File: src/rtl/par_to_serial.sv
// Parallel-to-serial converter with a one-word holding buffer, so a new word
// can be queued while the current one streams out and back-to-back words leave no gap.
module par_to_serial #(
   parameter int WIDTH     = 8,
   parameter bit LSB_FIRST = 1'b1
) (
   input  logic             clk,
   input  logic             reset,
   input  logic [WIDTH-1:0] data_in,
   input  logic             in_valid,
   output logic             in_ready,
   input  logic             out_en,
   output logic             data_out,
   output logic             out_valid,
   output logic             frame_start
);

   localparam int              CW   = $clog2(WIDTH);
   localparam logic [CW-1:0]   LAST = CW'(WIDTH - 1);

   typedef enum logic {
      ST_IDLE  = 1'b0,
      ST_SHIFT = 1'b1
   } state_t;

   state_t           r_state,       w_state;
   logic [WIDTH-1:0] r_shift,       w_shift;
   logic [CW-1:0]    r_count,       w_count;
   logic [WIDTH-1:0] r_hold,        w_hold;
   logic             r_hold_valid,  w_hold_valid;
   logic             r_data_out,    w_data_out;
   logic             r_out_valid,   w_out_valid;
   logic             r_frame_start, w_frame_start;

   logic             w_accept;
   logic             w_consume;
   logic             w_free;
   logic [WIDTH-1:0] w_load_word;

   // Bit presented first from a word, and the word with that bit removed.
   function automatic logic first_bit(input logic [WIDTH-1:0] word);
      return LSB_FIRST ? word[0] : word[WIDTH-1];
   endfunction

   function automatic logic [WIDTH-1:0] drop_bit(input logic [WIDTH-1:0] word);
      return LSB_FIRST ? (word >> 1) : (word << 1);
   endfunction

   assign in_ready    = ~r_hold_valid & ~reset;
   assign w_accept    = in_valid & in_ready;
   assign w_consume   = r_out_valid & out_en;
   assign w_free      = (r_state == ST_IDLE) | (w_consume & (r_count == LAST));
   assign w_load_word = r_hold_valid ? r_hold : data_in;

   // NOTE: every variable gets its default before any branch so no latch is inferred.
   always_comb begin
      w_state       = r_state;
      w_shift       = r_shift;
      w_count       = r_count;
      w_hold        = r_hold;
      w_hold_valid  = r_hold_valid;
      w_data_out    = r_data_out;
      w_out_valid   = r_out_valid;
      w_frame_start = r_frame_start;

      if (w_consume) begin
         w_count       = r_count + CW'(1);
         w_data_out    = first_bit(r_shift);
         w_shift       = drop_bit(r_shift);
         w_frame_start = 1'b0;
      end

      if (w_free) begin
         if (r_hold_valid || w_accept) begin
            w_state       = ST_SHIFT;
            w_out_valid   = 1'b1;
            w_frame_start = 1'b1;
            w_count       = '0;
            w_data_out    = first_bit(w_load_word);
            w_shift       = drop_bit(w_load_word);
            w_hold_valid  = 1'b0;
         end else begin
            w_state       = ST_IDLE;
            w_out_valid   = 1'b0;
            w_frame_start = 1'b0;
            w_count       = '0;
            w_data_out    = 1'b0;
            w_shift       = '0;
         end
      end else if (w_accept) begin
         w_hold       = data_in;
         w_hold_valid = 1'b1;
      end
   end

   // NOTE: state is registered with non-blocking assignments so every flop samples pre-edge values.
   always_ff @(posedge clk) begin
      if (reset) begin
         r_state       <= ST_IDLE;
         r_shift       <= '0;
         r_count       <= '0;
         r_hold_valid  <= 1'b0;
         r_data_out    <= 1'b0;
         r_out_valid   <= 1'b0;
         r_frame_start <= 1'b0;
      end else begin
         r_state       <= w_state;
         r_shift       <= w_shift;
         r_count       <= w_count;
         r_hold_valid  <= w_hold_valid;
         r_data_out    <= w_data_out;
         r_out_valid   <= w_out_valid;
         r_frame_start <= w_frame_start;
      end
   end

   // NOTE: the holding word is qualified by r_hold_valid, so its data needs no reset.
   always_ff @(posedge clk) begin
      r_hold <= w_hold;
   end

   assign data_out    = r_data_out;
   assign out_valid   = r_out_valid;
   assign frame_start = r_frame_start;

endmodule

File: config.mk
export PLATFORM = sky130hd
export DESIGN_NAME = par_to_serial
export DESIGN_NICKNAME = d
export VERILOG_FILES = /design/src/rtl/par_to_serial.sv
export SDC_FILE = /design/constraint.sdc
export NUM_CORES = 1
export LEC_CHECK = 0
export CORE_MARGIN = 4
export CORE_UTILIZATION = 56
export CTS_CLUSTER_SIZE = 16
export DETAILED_ROUTE_END_ITERATION = 7
export PLACE_DENSITY = 0.82
export SETUP_SLACK_MARGIN = 0.5
export SLEW_MARGIN = 40
export SYNTH_ARGS = -nofsm -noshare
export SYNTH_HDL_FRONTEND = slang
export SYNTH_SLANG_ARGS = --single-unit
File: constraint.sdc
create_clock -name clk -period 3.2 [get_ports clk]
set_clock_uncertainty 0.2 [all_clocks]
set_input_delay 0.48 -clock clk [delete_from_list [all_inputs] [get_ports clk]]
set_output_delay 0.48 -clock clk [all_outputs]
set_load 0.005 [all_outputs]
Yosys cells after proc, flatten, opt, wreduce, memory -nomap -nowiden
Cells that the tools add are included.
- input bits: 12
- register bits after elaboration: 23
- logic and storage cells: 38
- output and inout port bits: 4
- mux-type cells: 13
- reduce and logical (&&, ||, !) cells: 6
- equal/unequal tests: 2
- add/subtract/negate cells: 1
- bitwise operators: 9
- operators by type and width (operator ; count):
    8-bit 2-to-1 mux ; 3
    1-bit 2-to-1 mux ; 9
    7-bit 2-to-1 mux ; 1
    1-bit bitwise AND ; 4
    1-bit inverter ; 4
    2-bit AND reduction ; 2
    2-bit nonzero test ; 2
    3-bit by 1-bit adder with 3-bit output, second input constant ; 1
    3-bit equality test, second input constant ; 1
    2-bit by 1-bit inequality test with 1-bit output, second input constant ; 1
    2-bit OR reduction ; 1
    1-bit logical OR ; 1
    1-bit OR ; 1

Longest topological paths before layout
Gate-level depths: netlist of the first run.
- depth after elaboration: 6
- depth in mapped cells: 6
- mapped depth without buffers: 5

Worst setup path before layout of the first run
OpenSTA, ideal clock, no wires.
- path type: register to register
- start point: register r_count[0]
- end point: register r_hold[0] (enable)
- setup time: 0.370 ns
- required time: 2.630 ns
- path slack: 1.207 ns
- cell stages (with the launch flop): 6
- path buffers: 1
- arrival: 1.423 ns
- clock period less this slack: 1.993 ns
- cell sequence: dfxtp_1 -> ha_1 -> ha_1 -> a21bo_1 -> buf_6 -> nor2_1
- cells in the longest elaborated chain, start to end: 5
- RTL lines (what ; RTL line ; text):
    start, declared ; 28 ; logic [CW-1:0] r_count, w_count;
    start signal, assigned ; 109 ; r_count <= w_count;
    3-bit equality test ; 52 ; assign w_free = (r_state == ST_IDLE) | (w_consume & (r_count == LAST));
    1-bit bitwise AND ; 52 ;
    1-bit OR ; 52 ;
    1-bit inverter (no line) ; - ;
    2-bit AND reduction (no line) ; - ;
    end signal, assigned ; 119 ; r_hold <= w_hold;
    end, declared ; 29 ; logic [WIDTH-1:0] r_hold, w_hold;
Every way passes these cells.
A chain may end at the register's enable or synchronous reset.

Worst setup path after layout of the first run
- start point: register r_count[0]
- end point: register r_hold[4] (enable)
The elaborated chain is that of the path after synthesis.

==> results.cfg, run 1 <==
[global_route]
track_usage_pct = 17.0
grt_pass1_vias = 728
grt_pass1_wl_um = 3440
grt_overflow_total = 0
antenna_found_initial = 0
grt_max_degree = 20

[floorplan]
fp.dieArea_um2 = 2740
core-area_um2 = 1800
start_util_pct = 61.2
ioPinCount = 16
rows = 15
die_y_um = 52.4
die_x_um = 52.4

[timing]
setup_slack_ns = 0.820
maxSlewHeadroom_pct = 47.4
hold_ws_ns = 0.265
final.period_utilization_pct = 74.4
slew_viol_final = 0
worst_slew_pin_slew_ns = 0.788
setup_viol = 0
hold_viol_final = 0
fin_setup_tns_ns = 0
fmax_mhz = 420
rsz0062_at_grt = false
period_minus_slack_ns = 2.38

[clocking]
cts_hold_buf = 0
cts_resized = 0
clk_latency_ns = 0.31
cts.sinks = 22
cts-root-buf = clkbuf_4
cts_buffer_depth = 2
tritoncts = done
path_clk_slew_ns = 0.12
htree_num_levels = 1
cts_buffers = 3
post_cts_buffers = 0

[routing]
post-route-drc-count = 0
vias = 769
wl_per_cell_um = 14.6
drt_wl_total_um = 2050
routed_via_density = 5.49
postRouteAntennaNets = 0
drt_first_pass_iters = 2
drtIter0Drc = 9

[logic_synthesis]
ys_ff_latch = 22
synth_top_cell_by_area = dfxtp_1
post_synth_fa_ha_maj_area_fraction_pct = 2.27
syn-cell-area_um2 = 1100
ys_seq_area_share_pct = 47.2
syn_avg_cell_area_um2 = 10.9
synth_top_area_share_pct = 25.4
yosys_warnings = 0
netlist_instances = 101
synth-xor-area-share_pct = 0
synthSimpleGateAreaFrac_pct = 13.8
synthMuxAreaShare_pct = 8.16
synth_area_leaders = dfxtp_1 25%, edfxtp_1 22%, mux2_1 8.2%
synth_compound_area_share_pct = 24.0
yosysUniqueCellTypes = 25
synth_top_family_by_area = compound AO/OA/AOI/OAI gates
syn-num-nets = 115

[worst_setup_path]
r2r_start = r_count[0]$_SDFFE_PP0P_
critPathCaptureType = flop
cp.required_ns = 2.95
worstSetupPathType = flop to flop
reg2reg_depth = 4
cp_max_fo = 12
startpoint_type = flop
r2r-end = r_hold[4]$_DFFE_PP_
rrSetupSlack_ns = 0.82
arrival_ns = 2.13

[pwr]
vdd_drop_max_mv = 0.260
leakagePower_uw = 0.000466
powerDensity_nw_per_um2 = 419

[placement]
placed_cells = 136
place_hpwl_um = 1520
io_buffers = 15
pre_cts_ws_ns = 0.672
place.gp.congestion = 0.783

[cells_and_area]
stdcell_count = 140
diodes = 0
nets = 130
area_growth_pct = 16.9
drive_gt1_share_pct = 16.5

[worst_hold_path]
hold_start = r_shift[6]$_SDFFE_PP0P_
min_delay_path_depth = 2
hold_class = flop to flop
min_to = r_shift[6]$_SDFFE_PP0P_

[flow_run]
cap_violations = 0

[run_status]
run_status = completed
-- cells in the final DEF, fill, tap and decap left out --
cell type | netlist | routed
inv_1 | 1 | 1
nor2_1 | 11 | 11
edfxtp_1 | 8 | 8
a211oi_1 | 1 | 1
nand2_1 | 5 | 5
o21ai_0 | 1 | 1
a211oi_2 | 7 | 7
clkbuf_4 | 0 | 3
o211ai_2 | 6 | 6
clkdlybuf4s50_1 | 0 | 15
a21bo_1 | 1 | 1
nor2b_1 | 8 | 8
mux2_1 | 8 | 8
nand2b_1 | 2 | 2
buf_4 | 3 | 2
clkbuf_8 | 0 | 1
dfxtp_1 | 14 | 14
ha_1 | 2 | 2
nor3b_1 | 1 | 1
o211ai_1 | 2 | 2
a21oi_1 | 6 | 6
o21ai_1 | 7 | 7
and2b_1 | 1 | 1
nand3b_1 | 2 | 2
-- metal layers --
metal | global-route usage (%) | share of wire, %
met1 | 23.2 | 49
met5 | 0 | 0
met4 | 7.66 | 0.93
met2 | 26.0 | 46
met3 | 2.85 | 3.6
-- cell families (layout without fill, tap and decap cells) --
family | count (synthesis) | in the layout
AO/OA/AOI/OAI | 31 | 31
buffers and inverters | 8 | 22
AND/OR/NAND/NOR | 30 | 30
multiplexers | 8 | 8
adder cells (fa/ha/maj) | 2 | 2
flip-flops | 22 | 22
-- power by group --
group	internal, uW	total [uW]	switching (uW)
combinational	41.8	82.0	40.3
sequential	302	309	7.27
clock	69.5	150	80.5
-- cells in the mapped netlist --
master / n
a211oi_1: 1
a211oi_2: 7
a21bo_1: 1
a21oi_1: 6
and2b_1: 1
buf_1: 1
buf_2: 1
buf_4: 3
buf_6: 1
clkbuf_1: 1
dfxtp_1: 14
edfxtp_1: 8
ha_1: 2
inv_1: 1
mux2_1: 8
nand2_1: 5
nand2b_1: 2
nand3b_1: 2
nor2_1: 11
nor2b_1: 8
nor3b_1: 1
o211ai_1: 2
o211ai_2: 6
o21ai_0: 1
o21ai_1: 7
-- final cells by class --
| type | instances | area, um2 |
|---|---|---|
| timing repair buffer | 17 | 165 |
| tap | 25 | 31.3 |
| inverter | 1 | 3.75 |
| fill | 146 | 512 |
| multi-input combinational | 71 | 533 |
| clock buffer | 4 | 36.3 |
| sequential | 22 | 520 |
-- worst max-delay path by stage --
stage,to,slack [ns],cells after the start,start
2_1_floorplan,r_hold[0]$_DFFE_PP_,1.21,5,r_count[0]$_SDFFE_PP0P_
6_report,r_hold[4]$_DFFE_PP_,0.82,4,r_count[0]$_SDFFE_PP0P_
5_1_grt,r_hold[3]$_DFFE_PP_,0.71,4,r_count[0]$_SDFFE_PP0P_
3_5_place_dp,r_hold[5]$_DFFE_PP_,0.67,3,out_en
3_3_place_gp,r_hold[5]$_DFFE_PP_,0.75,3,out_en
4_1_cts,r_hold[4]$_DFFE_PP_,0.83,4,r_count[0]$_SDFFE_PP0P_
-- state kept, by name (all words and copies together), names as in the netlist --
register and flops:
data_out 1, frame_start 1, out_valid 1, r_count 3, r_hold 8, r_hold_valid 1
r_shift 7
-- stage by stage --
stage	util, %	instance area [um2]	total power, uW
after CTS	71.6	1290	544
after global placement	69.6	1250	395
after detailed placement	69.6	1250	397
after floorplan	-	1100	368
after global routing	71.6	1290	566
final	71.6	1290	541
-- critical path, stage by stage, from the launching register on --
cell and delay, ns:
dfxtp_1 0.35, ha_1 0.20, ha_1 0.32, a21bo_1 0.39, nor2_1 0.55
Note: power is estimated with default switching activity, not from simulation.
==> inputs of run 2 (changes only) <==
--- a/config.mk
+++ b/config.mk
@@ -6,10 +6,10 @@
 export NUM_CORES = 1
 export LEC_CHECK = 0
 export CORE_MARGIN = 4
-export CORE_UTILIZATION = 56
+export CORE_UTILIZATION = 52
 export CTS_CLUSTER_SIZE = 16
 export DETAILED_ROUTE_END_ITERATION = 7
-export PLACE_DENSITY = 0.82
+export PLACE_DENSITY = 0.77
 export SETUP_SLACK_MARGIN = 0.5
 export SLEW_MARGIN = 40
 export SYNTH_ARGS = -nofsm -noshare
==> constraint.sdc (replaced) <==
create_clock -name clk -period 2.4 [get_ports clk]
set_clock_uncertainty 0.2 [all_clocks]
set_input_delay 0.36 -clock clk [delete_from_list [all_inputs] [get_ports clk]]
set_output_delay 0.36 -clock clk [all_outputs]
set_load 0.005 [all_outputs]
==> results.cfg, run 2 (synthesis results as in run 1) <==
[worst_setup_path]
cp_top_family = buffers and inverters
cp.required_ns = 1.84
worstSetupPathType = flop to primary output
slowest_stage = clkdlybuf4s50_1
critPathCaptureType = primary output
cp_slowest_stage_delay_ns = 0.51
arrival_ns = 1.24
cp_max_fo = 12
critical_path_buf_inv_count = 1
path_cells = clkdlybuf4s50_1
startpoint_type = flop

[timing]
fmax_mhz = 556
period_minus_slack_ns = 1.80
fin_setup_tns_ns = 0
setup_viol = 0
slew_viol_final = 0
worst_slew_pin_slew_ns = 0.505
maxSlewHeadroom_pct = 66.2
final.period_utilization_pct = 74.9
hold_ws_ns = 0.264
hold_viol_final = 0
rsz0062_at_grt = false

[pwr]
intPower_uw = 524
leakagePower_uw = 0.000473
clkPwrFrac_pct = 24.5
p_comb_share_pct = 16.0
netSwitchingFraction_pct = 24.2
p_sw_uw = 168
fin_total_pwr_uw = 692
powerDensity_nw_per_um2 = 528
p_seq_share_pct = 59.5
vdd_drop_max_mv = 0.325

[floorplan]
fp.dieArea_um2 = 2920
die_y_um = 54.1
rows = 16
start_util_pct = 55.7
core-area_um2 = 1980
ioPinCount = 16
die_x_um = 54.1

[global_route]
grt_pass1_vias = 811
antenna_found_initial = 0
grt_max_degree = 19
track_usage_pct = 16.5
grt_pass1_wl_um = 3450
grt_overflow_total = 0

[routing]
wl_per_cell_um = 13.3
post-route-drc-count = 0
drt_wl_total_um = 1920
routed_via_density = 5.47
drtIter0Drc = 6
drt_first_pass_iters = 3
vias = 788
postRouteAntennaNets = 0

[flow_run]
cap_violations = 0

[cells_and_area]
largest_register_ffs = 8
top_register = r_hold
final_cell_mix = 14 x clkdlybuf4s50_1, 13 x dfxtp_1, 10 x nor2_1, 8 x mux2_1, 8 x edfxtp_1
layout_commonest_cell = clkdlybuf4s50_1
diodes = 0
top_regs = r_hold: 8 flops, r_shift: 7 flops, r_count: 3 flops
final_area_um2 = 1310
area_growth_pct = 18.7
drive_gt1_share_pct = 19.7
nets = 132

[placement]
post_dp_cell_area_um2 = 1270
place.gp.congestion = 0.805
place_hpwl_um = 1450
io_buffers = 15

[clocking]
clk_latency_ns = 0.30
tritoncts = done
cts_hold_buf = 0
htree_num_levels = 1
cts.sinks = 22
cts_buffers = 3
cts_buffer_depth = 2
cts-root-buf = clkbuf_4
path_clk_slew_ns = 0.12
post_cts_buffers = 0

[worst_hold_path]
hold_class = flop to flop

[run_status]
run_status = completed
-- run 2: area by class of cell --
class                      instances  area (um2)
clock buffer                       4        26.3
tap                               27        33.8
timing repair buffer              19         179
fill                             151         672
sequential                        22         524
inverter                           1        3.75
multi-input combinational         71         543
-- run 2: timing repair --
| action | CTS | global route |
|---|---|---|
| gates resized for setup | 2 | 2 |
| endpoints found under the setup margin | 2 | 9 |
| pin swaps | 1 | 0 |
-- run 2: per-stage QoR --
stage / std cells / utilization [%] / setup WS, ns
after floorplan: 101 / - / 0.558
final: 144 / 66.1 / 0.602
after global routing: 144 / 66.1 / 0.540
after CTS: 144 / 65.6 / 0.525
after detailed placement: 140 / 64.3 / 0.199
after global placement: 140 / 64.3 / 0.285
-- run 2: path summary, 6_finish.rpt --
kind | start | end | slack, ns | cells after the start
max | out_valid$_SDFFE_PP0P_ | out_valid | 0.60 | 1
min | r_count[2]$_SDFFE_PP0P_ | r_count[2]$_SDFFE_PP0P_ | 0.26 | 2
max reg2reg | r_count[0]$_SDFFE_PP0P_ | r_hold[3]$_DFFE_PP_ | 0.70 | 4
min reg2reg | r_count[2]$_SDFFE_PP0P_ | r_count[2]$_SDFFE_PP0P_ | 0.26 | 2
-- run 2: layer usage --
metal  part of all wire [%]  up-vias  GRT usage (%)
met4                    2.1        0           9.13
met1                     47      371           20.0
met2                     46       13           26.8
met5                      0        -              0
li1                       -      398              -
met3                    4.3        6           3.88
-- run 2: power groups by stage --
| stage | Sequential (uW) | Combinational, uW | Clock (uW) |
|---|---|---|---|
| 2_1_floorplan | 416 | 74.7 | 0 |
| 3_3_place_gp | 420 | 109 | 0 |
| 3_5_place_dp | 420 | 111 | 0 |
| 4_1_cts | 412 | 111 | 177 |
| 5_1_grt | 414 | 123 | 197 |
| 6_report | 411 | 111 | 169 |
==> edit 1, RTL diff (config.mk and constraints of run 2) <==
`WIDTH`: 8 -> 16.
--- a/src/rtl/par_to_serial.sv
+++ b/src/rtl/par_to_serial.sv
@@ -1,7 +1,7 @@
 // Parallel-to-serial converter with a one-word holding buffer, so a new word
 // can be queued while the current one streams out and back-to-back words leave no gap.
 module par_to_serial #(
-   parameter int WIDTH     = 8,
+   parameter int WIDTH     = 16,
    parameter bit LSB_FIRST = 1'b1
 ) (
    input  logic             clk,
Interface: changed (resized data_in); port bits go from 16 to 24. The function was not compared with the original's and may differ.
==> edit 1 against run 2 <==
  * Power rose by 110%
  * Setup slack worse by 0.046 ns
  * Synthesized area up 78%
  * Wire length grew 110%
  * Sequential cell count up 17
  * Utilization is 1.3 points lower
  * Cell area up 81%
  * Hold slack got worse by 0.0047 ns
  * Critical path depth is 2 higher
==> edit 1: results (changes against run 2) <==
[finish]
layout.nets=211  ; +60%
diodes=0  ; unchanged
fin_cells=239  ; +66%
largestRegisters=r_hold (16), r_shift (15), r_count (4)
layout-drive-gt1-share=0.288  ; +0.0914

[outcome]
outcome=complete, no violations

[grt]
grt_max_degree=18  ; -1
grt_pass1_vias=1504  ; +85%
grt_pass1_wl_um=7040  ; +100%
antenna_found_initial=0  ; unchanged
grt_usage=0.178  ; +0.0130
grt.overflow.total=0  ; unchanged

[yosys]
synthesis.instances=165  ; +63%
ys_warn_count=0  ; unchanged
async_reset_ff_frac=0  ; unchanged
synthTopCellsByCount=o211ai_1, dfxtp_1, a21oi_1, edfxtp_1, mux2_2
synth_edf_count=16  ; +8
ys_seq_area_frac=0.480  ; +0.00824
synth_cell_type_count=34  ; +36%
synthTopCellsByArea=edfxtp_1, dfxtp_1, o211ai_1, mux2_2, a221oi_2
ys.flop_type=dfxtp_1
synth.net_count=186  ; +62%

[placement]
dp_cells=231  ; +65%
io_buffers=23  ; +8
dp_hpwl_um=2860  ; +96%
place_congestion=0.838  ; +4.1%

[drt]
avgViaCountPerCell=6.04  ; +10%
wirelength_um=4000  ; +110%
initialDrtViolationCount=118  ; +112
drtPass1Iterations=4  ; +1

[power]
power_leakage_nw=0.763  ; +61%
ir_drop_mv=0.412  ; +27%

[clock_network]
clk_pin_slew_ns=0.07  ; -0.05 ns
clk_latency_ns=0.29
clockRootBuffer=clkbuf_8
numCtsBuffers=5  ; +2
htreeDepth=2  ; +1
clockBufferDepth=2  ; unchanged

[setup_path]
crit_fanout=5  ; -7
arrival_ns=1.28  ; +0.04 ns
max_stage_delay_ns=0.50
cp_slowest_cell=clkdlybuf4s50_1

[timing]
setup_viol=0  ; unchanged
worst_slew_pin_slew_ns=0.463  ; -0.0419 ns

[worst_hold_path]
hp-class=flop to flop

[edit 1: cell count changes in the layout (fill, tap and decap cells not counted), sizes merged, moves of 8 or more]
cell / run 2 / this run
o211ai: 8 / 30
a221oi: 0 / 15
a21oi: 6 / 17
buf: 4 / 14
dfxtp: 14 / 23
edfxtp: 8 / 16
nor2: 11 / 3
[edit 1: power by group]
| group | switching [mW] | internal [mW] | total (mW) |
|---|---|---|---|
| logic | 0.0999 | 0.105 | 0.205 |
| registers | 0.0221 | 0.717 | 0.739 |
| clock network | 0.222 | 0.304 | 0.527 |
| total | 0.344 | 1.13 | 1.47 |
[edit 1: logic make-up after synthesis]
| kind of cell | share of synthesized area |
|---|---|
| compound gates | 0.272 |
| simple gates | 0.0664 |
| buf+inv | 0.0702 |
| mux | 0.0964 |
| fa+ha+maj | 0.00638 |
| xor+xnor | 0.00894 |
| flops | 0.480 |
[edit 1: per-layer routing]
layer,part of all wire,global-route usage,wire [µm]
met1,0.42,0.214,1690
met3,0.042,0.0435,166
met4,0.014,0.0716,57
met5,0,0,0
met2,0.52,0.305,2090
[edit 1: final cells by class]
class                   count  area (µm²)
multi-input cells         106         921
clock buffers               5        68.8
flip-flops and latches     39         945
inverters                   1        3.75
fillers                   279        1290
clock inverters             3        38.8
repair buffers             37         337
well taps                  48        60.1
[edit 1: path summary, 6_finish.rpt]
kind | start | slack, ns | endpoint | depth (start not counted)
max | reset | 0.56 | in_ready | 3
min | frame_start | 0.26 | frame_start | 2
max reg2reg | r_count[0] | 0.70 | r_hold[2] | 5
min reg2reg | frame_start | 0.26 | frame_start | 2
[edit 1: what timing repair did]
| action | CTS | global route |
|---|---|---|
| resized for setup | 3 | 2 |
| setup buffers | 0 | 0 |
| setup endpoints to repair | 17 | 11 |
| hold endpoints to repair | 0 | 0 |
| hold buffers | 0 | 0 |
[edit 1: through the flow]
stage          instance area [µm²]  worst slack (ns)  hold WS, ns  total power [mW]  utilization
6_report                      2370             0.556        0.259              1.47        0.648
5_1_grt                       2370             0.527        0.296              1.54        0.648
4_1_cts                       2370             0.463        0.262              1.48        0.647
3_5_place_dp                  2260           0.00695        0.251             0.959        0.616
3_3_place_gp                  2260            0.0888        0.251             0.950        0.616
2_1_floorplan                 2010             0.437        0.253             0.893            -
[edit 1: critical path: cells and delay by family]
kind,cells,cell delay [ns]
buffers and inverters,2,0.81
AND/OR/NAND/NOR,1,0.11
==> edit 2, RTL diff (config.mk and constraints of run 2) <==
Made on the original files. Reset style: asynchronous (`reset`), changed in one clocked block.
--- a/src/rtl/par_to_serial.sv
+++ b/src/rtl/par_to_serial.sv
@@ -94,7 +94,7 @@
    end
 
    // NOTE: state is registered with non-blocking assignments so every flop samples pre-edge values.
-   always_ff @(posedge clk) begin
+   always_ff @(posedge clk or posedge reset) begin
       if (reset) begin
          r_state       <= ST_IDLE;
          r_shift       <= '0;
Formal check against the unedited RTL: differs if reset is asserted again (counterexample within 4 cycles, from zero or initial values and one cycle with reset high); with reset held inactive, the same outputs for 10 cycles.
==> edit 2 against run 2 <==
  * Sequential cell count unchanged
  * Cell area down 5.5%
  * Die area is 6.1% lower
  * Wire length shrank 1.5%
  * Setup slack lost 0.024 ns
  * Utilization up 2.6 points
  * Synthesized area decreased by 7.1%
  * Global-route usage shrank 0.34 points
  * Synthesized cell count fell by 9.9%
Power is not compared: it rests on default switching activity, and its combinational part moved more than twofold at a synthesized area within 25%.
==> edit 2: results (changes against run 2) <==
[finish]
layout-drive-gt1-share=0.110  ; -0.0865
final_core_util=0.687  ; +0.0258
layout.nets=124  ; -6.1%
largestRegisters=r_hold (8), r_shift (7), r_count (3)
nFillCells=153  ; +1.3%
diodes=0  ; unchanged

[power]
internal_power_uw=707
ir_drop_mv=0.437
cellPowerDensity_mw_per_mm2=810

[drt]
wl_per_cell_um=14.1  ; +5.8%
initialDrtViolationCount=9  ; +3
wirelength_um=1890  ; -1.5%
drtPass1Iterations=2  ; -1
num_vias=716  ; -9.1%

[yosys]
async_reset_ff_frac=0.636  ; +0.636
synth_adder_area_share=0.0244  ; +0.00174
syn_avg_cell_area_um2=11.3  ; +3.1%
synth_compound_area_frac=0.145  ; -0.0951
synth.net_count=105  ; -8.7%
synthMuxAreaShare=0.0781  ; -0.00349
synth_cell_type_count=21  ; -16%
synthTopCellsByCount=dfrtp_1, nand2_1, inv_1, o22ai_1
ys_seq_area_frac=0.576  ; +0.105
ys_warn_count=0  ; unchanged
synthTopCellsByArea=dfrtp_1, edfxtp_1, mux2i_1, o2bb2ai_1, o22ai_1

[worst_hold_path]
hp-class=primary input to async pin

[grt]
grt_pass1_vias=713  ; -12%
grt_usage=0.162  ; -0.00337
grt_max_degree=22  ; +3
grt_pass1_wl_um=3220  ; -6.6%

[placement]
dp_hpwl_um=1390  ; -4.6%
pre_cts_slack_ns=0.337  ; +0.137 ns
dp_cells=129  ; -7.9%
dpl_cell_area_mm2=0.00120  ; -6.1%
place_congestion=0.733  ; -9.0%

[setup_path]
max_stage_delay_ns=0.41  ; -0.10 ns
arrival_ns=1.61  ; +0.37 ns
cp-startpoint=r_count[0]
critPathTopFamily=flip-flops
rrSetupSlack_ns=0.58  ; -0.12 ns
cp_slowest_cell=dfrtp_1
r2r_start=r_count[0]
endpoint=r_hold[7]
crit_fanout=8  ; -4

[clock_network]
htreeDepth=1  ; unchanged
cts_resized=4  ; +2
postCtsSetupRepairBufs=1  ; +1

[timing]
whs_ns=0.272  ; +0.00823 ns
worst_slew_pin_slew_ns=0.540  ; +0.0344 ns
post-route-period-util=0.759  ; +0.0100

[outcome]
outcome=complete, no violations

## edit 2: cell count changes after synthesis, sizes merged, moves of 8 or more
cell	run 2	this run
a211oi	8	0
dfrtp	0	14
dfxtp	14	0
inv	1	10
mux2	8	0
mux2i	0	8
nand2	5	14
o211ai	8	0
o22ai	0	9
## edit 2: metal layers
metal	part of all wire	wire length [µm]	track usage
met3	0.030	57	0.0285
met1	0.46	870	0.217
met5	0	0	0
met4	0.0090	17	0.0511
met2	0.50	945	0.264
## edit 2: power by group through the flow
stage	Sequential, mW	Combinational (mW)	Clock (mW)
after detailed placement	0.522	0.322	0
after global placement	0.519	0.308	0
after CTS	0.515	0.324	0.174
after floorplan	0.516	0.231	0
after global routing	0.525	0.366	0.192
final	0.515	0.319	0.169
## edit 2: layout make-up
type	instances	area share
flip-flops and latches	22	0.478
multi-input cells	54	0.300
repair buffers	19	0.145
inverters	10	0.0303
well taps	25	0.0253
clock buffers	4	0.0212
